--- config.mk ---
export PLATFORM = sky130hd
export DESIGN_NAME = prng_lfsr16_core_flat
export DESIGN_NICKNAME = d
export VERILOG_FILES = /design/src/rtl/prng_lfsr16_core_if.sv /design/src/rtl/prng_lfsr16_core.sv /design/src/flat_wrapper.sv
export SDC_FILE = /design/constraint.sdc
export NUM_CORES = 1
export LEC_CHECK = 0
export ABC_AREA = 1
export CAP_MARGIN = 20
export CORE_MARGIN = 3
export CORE_UTILIZATION = 43
export CTS_CLUSTER_DIAMETER = 30
export DETAILED_ROUTE_END_ITERATION = 6
export HOLD_SLACK_MARGIN = 0.02
export PLACE_DENSITY = 0.89
export SLEW_MARGIN = 20
export SYNTH_ARGS = -nofsm -noshare
export SYNTH_HDL_FRONTEND = slang
export SYNTH_SLANG_ARGS = --single-unit
--- constraint.sdc ---
create_clock -name clk -period 1.4 [get_ports clk]
set_clock_uncertainty 0.2 [all_clocks]
set_input_delay 0.14 -clock clk [delete_from_list [all_inputs] [get_ports clk]]
set_output_delay 0.14 -clock clk [all_outputs]
set_load 0.01 [all_outputs]
--- src/rtl/prng_lfsr16_core_if.sv ---
// Output stream of the 16-bit LFSR generator.
// The master presents pseed with out_valid; the slave returns out_ready.
interface prng_lfsr16_core_if #(
    parameter int WIDTH = 16
);
    logic             out_valid;
    logic             out_ready;
    logic [WIDTH-1:0] pseed;

    modport master (
        output out_valid,
        output pseed,
        input  out_ready
    );

    modport slave (
        input  out_valid,
        input  pseed,
        output out_ready
    );
endinterface

--- src/rtl/prng_lfsr16_core.sv ---
// 16-bit Galois LFSR with seed load, zero-seed guard and valid/ready output.
// Optional PRNG_PERIOD_CNT_EN adds a step counter and a period_wrap pulse.
module prng_lfsr16_core #(
    parameter int               WIDTH        = 16,
    parameter logic [WIDTH-1:0] TAPS         = 16'hB400,
    parameter logic [WIDTH-1:0] DEFAULT_SEED = 16'hACE1
) (
    input  logic             clk,
    input  logic             rst_n,
    input  logic             seed_load,
    input  logic [WIDTH-1:0] seed_in,
    input  logic             run,
    output logic             zero_seed,
`ifdef PRNG_PERIOD_CNT_EN
    output logic             period_wrap,
`endif
    prng_lfsr16_core_if.master strm
);

    typedef enum logic {
        IDLE,
        RUN
    } state_t;

    state_t           state_q;
    state_t           state_d;
    logic [WIDTH-1:0] pseed_q;
    logic [WIDTH-1:0] pseed_d;
    logic [WIDTH-1:0] step;
    logic             zero_d;
    logic             seed_zero;
    logic             hs;

    assign strm.out_valid = (state_q == RUN);
    assign strm.pseed     = pseed_q;

    assign hs        = (state_q == RUN) && strm.out_ready;
    assign seed_zero = (seed_in == '0);
    assign step      = (pseed_q >> 1) ^ (pseed_q[0] ? TAPS : '0);

    // A load overrides both the step and any state transition.
    always_comb begin
        state_d = state_q;
        pseed_d = pseed_q;
        zero_d  = 1'b0;
        if (seed_load) begin
            pseed_d = seed_zero ? DEFAULT_SEED : seed_in;
            zero_d  = seed_zero;
        end else begin
            if (hs) begin
                pseed_d = step;
            end
            unique case (state_q)
                IDLE: if (run)  state_d = RUN;
                RUN:  if (!run) state_d = IDLE;
                default: state_d = IDLE;
            endcase
        end
    end

    always_ff @(posedge clk or negedge rst_n) begin
        if (!rst_n) begin
            state_q   <= IDLE;
            pseed_q   <= DEFAULT_SEED;
            zero_seed <= 1'b0;
        end else begin
            state_q   <= state_d;
            pseed_q   <= pseed_d;
            zero_seed <= zero_d;
        end
    end

`ifdef PRNG_PERIOD_CNT_EN
    logic [WIDTH-1:0] cnt_q;
    logic [WIDTH-1:0] cnt_inc;
    logic [WIDTH-1:0] seed_ref_q;
    logic             wrap_hit;

    assign cnt_inc  = cnt_q + 1'b1;
    assign wrap_hit = hs && !seed_load && (step == seed_ref_q);

    always_ff @(posedge clk or negedge rst_n) begin
        if (!rst_n) begin
            cnt_q       <= '0;
            seed_ref_q  <= DEFAULT_SEED;
            period_wrap <= 1'b0;
        end else begin
            period_wrap <= wrap_hit;
            if (seed_load) begin
                cnt_q      <= '0;
                seed_ref_q <= pseed_d;
            end else if (wrap_hit) begin
                cnt_q <= '0;
            end else if (hs) begin
                cnt_q <= cnt_inc;
            end
        end
    end

`ifndef SYNTHESIS
    // A maximal-length TAPS mask must return to the seed after exactly 2^16-1 steps.
    always @(posedge clk) begin
        if (rst_n && wrap_hit) begin
            assert (cnt_inc == {WIDTH{1'b1}})
            else $error("period length %0d", cnt_inc);
        end
    end
`endif
`endif

endmodule
--- src/flat_wrapper.sv ---
// flat-port wrapper written by rule: the top's interface ports become plain ports
module prng_lfsr16_core_flat 
#(
    parameter int               WIDTH        = 16,
    parameter logic [WIDTH-1:0] TAPS         = 16'hB400,
    parameter logic [WIDTH-1:0] DEFAULT_SEED = 16'hACE1
)
  (clk, rst_n, seed_load, seed_in, run, zero_seed, strm_out_valid, strm_pseed, strm_out_ready);
  prng_lfsr16_core_if #(.WIDTH(WIDTH)) strm_i ();
  input  logic clk;
  input  logic rst_n;
  input  logic seed_load;
  input  logic [WIDTH-1:0] seed_in;
  input  logic run;
  output logic zero_seed;
  output wire logic [$bits(strm_i.out_valid)-1:0] strm_out_valid;
  output wire logic [$bits(strm_i.pseed)-1:0] strm_pseed;
  input wire logic [$bits(strm_i.out_ready)-1:0] strm_out_ready;
  assign strm_out_valid = strm_i.out_valid;
  assign strm_pseed = strm_i.pseed;
  assign strm_i.out_ready = strm_out_ready;
  prng_lfsr16_core #(.WIDTH(WIDTH), .TAPS(TAPS), .DEFAULT_SEED(DEFAULT_SEED)) u_core (.clk(clk), .rst_n(rst_n), .seed_load(seed_load), .seed_in(seed_in), .run(run), .zero_seed(zero_seed), .strm(strm_i));
endmodule
==> summary.txt <==
Route
  – Vias: approximately 1,100
  – Antenna viol nets, final: 0
  – DRT Pass-1 Iters: 4
  – DRC viols: 0
  – Vias per cell: 5.06
  – DR iter-0 viols: 25
  – Drt total wl: 2800 um
  – Routed len/inst: between 10 and 15 um

Critical path
  – Reg-to-reg critical path startpoint: u_core.strm.out_valid$_DFFE_PN0N_
  – CP Capture Type: flop
  – CP max stage cell: dfrtp_1
  – Critical Setup Path Class: reg2reg
  – Reg-to-reg slack, setup: 0.05 ns
  – Crit path launch type: flop
  – WP data required: about 1.4 ns
  – Critical Path Fanout Max: 16
  – Crit path arrival time: 1.33 ns
  – Reg2Reg Depth: 6
  – Critical Path Source: u_core.strm.out_valid$_DFFE_PN0N_
  – Slowest cell delay on critical path: between 0.3 and 0.4 ns
  – Worst reg2reg endpoint: u_core.strm.pseed[4]$_DFFE_PN0P_
  – Worst Setup EP: u_core.strm.pseed[4]$_DFFE_PN0P_
  – Cell Chain, Critical Path: buf_4, nand2_8, nand2_8, buf_4, nor2_2, a21oi_2

STA
  – Worst rel slew slack: 79.2%
  – Tcrit/Tclk final: a little over nine tenths
  – Final Hold Viols: 0
  – Final setup TNS: 0 ns
  – WHS: 0.205 ns
  – Final Critical Period: approximately 1.4 ns
  – Unrepaired setup endpoints after global routing: false
  – Slew Limit Fails: 0
  – Fmax: 739 MHz
  – Slew @ Worst Pin: between 0.3 and 0.4 ns
  – Endpoints failing setup: 0

Floorplan
  – Die Wd: ~55 um
  – Placeable Area: 2250 sq um
  – Row Count: 17
  – Io pins: 39
  – Initial core utilization: 46.2%
  – Die Y: ~55 um
  – Die area: just over 3000 sq um

Synth
  – Count of state elements after synthesis: 18
  – Simple-Gate Fraction of Synth Area: 28.8%
  – Warnings, synthesis: 0
  – Mean area per synthesized cell: slightly below 9 sq um
  – XOR/XNOR Fraction of Synth Area: 1.68%
  – Synthesized instance count: 120
  – Main combinational cell family by area after synthesis: simple AND/OR/NAND/NOR gates
  – Synth area leaders: dfrtp_1 24%, dfstp_2 20%, nand2_1 12%
  – Synth unique cells: 22
  – Synth Area in Compound Gates: 17.1%
  – Synth Area in Adders: 0%
  – Post-Syn Area: 1040 sq um
  – Post-synth top area share: 24.0%
  – Mux cell area share after synthesis: 0%
  – Register area share after synthesis: 44.2%
  – Syn_nets: about 140
  – Largest area contributor in the netlist: dfrtp_1

Global route
  – Largest net degree at the start of global routing: 19
  – Initial antenna violation count: 0
  – GR Overflow Total: 0
  – First-pass GRT wire length: 4830 um
  – Vias in the first global route: approximately 1,100
  – GRT Overall Usage: 19.5%

Final layout
  – Ant diodes: 0
  – Register Area: between 400 and 500 sq um
  – Final Net Count: 206
  – Share of cells above drive strength 1: between 30% and 40%
  – Area of the multi-input gates: ~500 sq um
  – Area grow syn2layout: 52.0%
  – Filler cells: around 190
  – Post-route cell area: between 1500 and 2000 sq um

Clocking
  – Inserted Clock Buffers: 3
  – Sink Count: 18
  – Clk root buf: clkbuf_4
  – CTS tree: built
  – CTS clk-pin slew, worst paths: 0.10 ns
  – CTS Buffer Depth: 2
  – H-Tree Depth: 1
  – Clk Latency, worst-skew pair: just under 0.3 ns

Hold path
  – HP Class: in2reg

Placed design
  – DPL Wire Length: between 2000 and 2500 um
  – Placed cell areas: 1540 sq um
  – Final GP Congestion: 0.921
  – IO Port Bufs: 38

Job
  – Maxcap violations: 0

Pwr
  – VDD IR max: 0.000589 V
  – Pleak: 0.000748 uW
  – Power per cell area: 872 nW/um^2
  – Overall power: 1380 uW

Status
  – Status: complete, no violations
cells in the mapped netlist, drive strengths merged:
cell type	n
dfstp	8
dfrtp	10
nand2	35
a31oi	2
inv	7
nand3	2
o22ai	2
a21oi	14
o21ai	10
buf	4
xor2	2
nor2	24
sequential cells by signal, indices dropped and copies added (netlist names):
register / flops
u_core.zero_seed: 1
u_core.strm.pseed: 16
u_core.strm.out_valid: 1
layout by cell type, fill, tap and decap left out:
master	n
nand2_1	33
buf_4	25
clkdlybuf4s50_1	20
nor2_1	13
nor2_2	10
dlygate4sd2_1	10
dfrtp_1	10
o21ai_0	8
buf_2	8
dfstp_2	8
a21oi_1	7
a21oi_2	7
inv_1	6
clkbuf_4	3
nand2_8	2
o21ai_1	2
xor2_1	2
o22ai_1	2
nand3_4	1
inv_6	1
nor2_4	1
nand3_1	1
a31oi_2	1
a31oi_1	1
clkbuf_1	1
dlygate4sd3_1	1
how the worst min path moves through the flow:
stage	from	end	slack [ns]	cells after the start
after global placement	rst_n	u_core.strm.pseed[1]$_DFFE_PN0P_	0.29	2
after floorplan	rst_n	u_core.strm.out_valid$_DFFE_PN0N_	-0.36	0
after detailed placement	rst_n	u_core.strm.pseed[1]$_DFFE_PN0P_	0.29	2
after CTS	run	u_core.strm.out_valid$_DFFE_PN0N_	0.21	3
after global routing	run	u_core.strm.out_valid$_DFFE_PN0N_	0.22	3
final	run	u_core.strm.out_valid$_DFFE_PN0N_	0.20	3
through the flow:
stage	utilization, %	setup WS (ns)	std cells
2_1_floorplan	-	0.160	120
3_3_place_gp	68.2	-0.142	200
3_5_place_dp	68.2	-0.189	200
4_1_cts	70.5	0.000668	210
5_1_grt	70.2	0.000818	212
6_report	70.2	0.0470	212
critical path: cells and delay by family (launching register included):
family / cells / cell delay [ns]
DFF: 1 / 0.38
AOI/OAI and AO/OA: 1 / 0.04
and+or+nand+nor: 3 / 0.31
buffers and inverters: 2 / 0.30
logic make-up after synthesis:
kind of cell,after synthesis
flip-flops,18
XOR/XNOR,2
AO/OA/AOI/OAI,28
AND/OR/NAND/NOR,61
buffers and inverters,11
area by class of cell:
cell class                 count  share of cell area (%)
multi-input combinational     91                    31.9
clock buffer                   4                    1.66
sequential                    18                    29.1
tap                           28                    2.21
inverter                       7                    1.98
timing repair buffer          64                    33.2
repair_timing:
action / CTS / global route
hold buffers: 1 / 0
pin swaps: 0 / 1
hold endpoints to repair: 10 / 0
endpoints found under the setup margin: 18 / 13
buffers inserted: 5 / 2
gates cloned: 0 / 0
resized for setup: 37 / 7
power by group:
| part | internal (uW) | switching [uW] | leakage [uW] |
|---|---|---|---|
| logic | 248 | 235 | 0.000528 |
| clock network | 111 | 155 | 0.0000150 |
| registers | 599 | 33.6 | 0.000204 |
metal layers:
| metal | routed length [um] | GRT usage, % | vias up |
|---|---|---|---|
| met5 | 0 | 0 | - |
| met4 | 84 | 11.8 | 0 |
| met3 | 178 | 5.84 | 10 |
| met2 | 1410 | 31.1 | 39 |
| met1 | 1120 | 22.9 | 505 |
| li1 | - | - | 519 |
No activity file was read; power rests on OpenSTA's default activity.
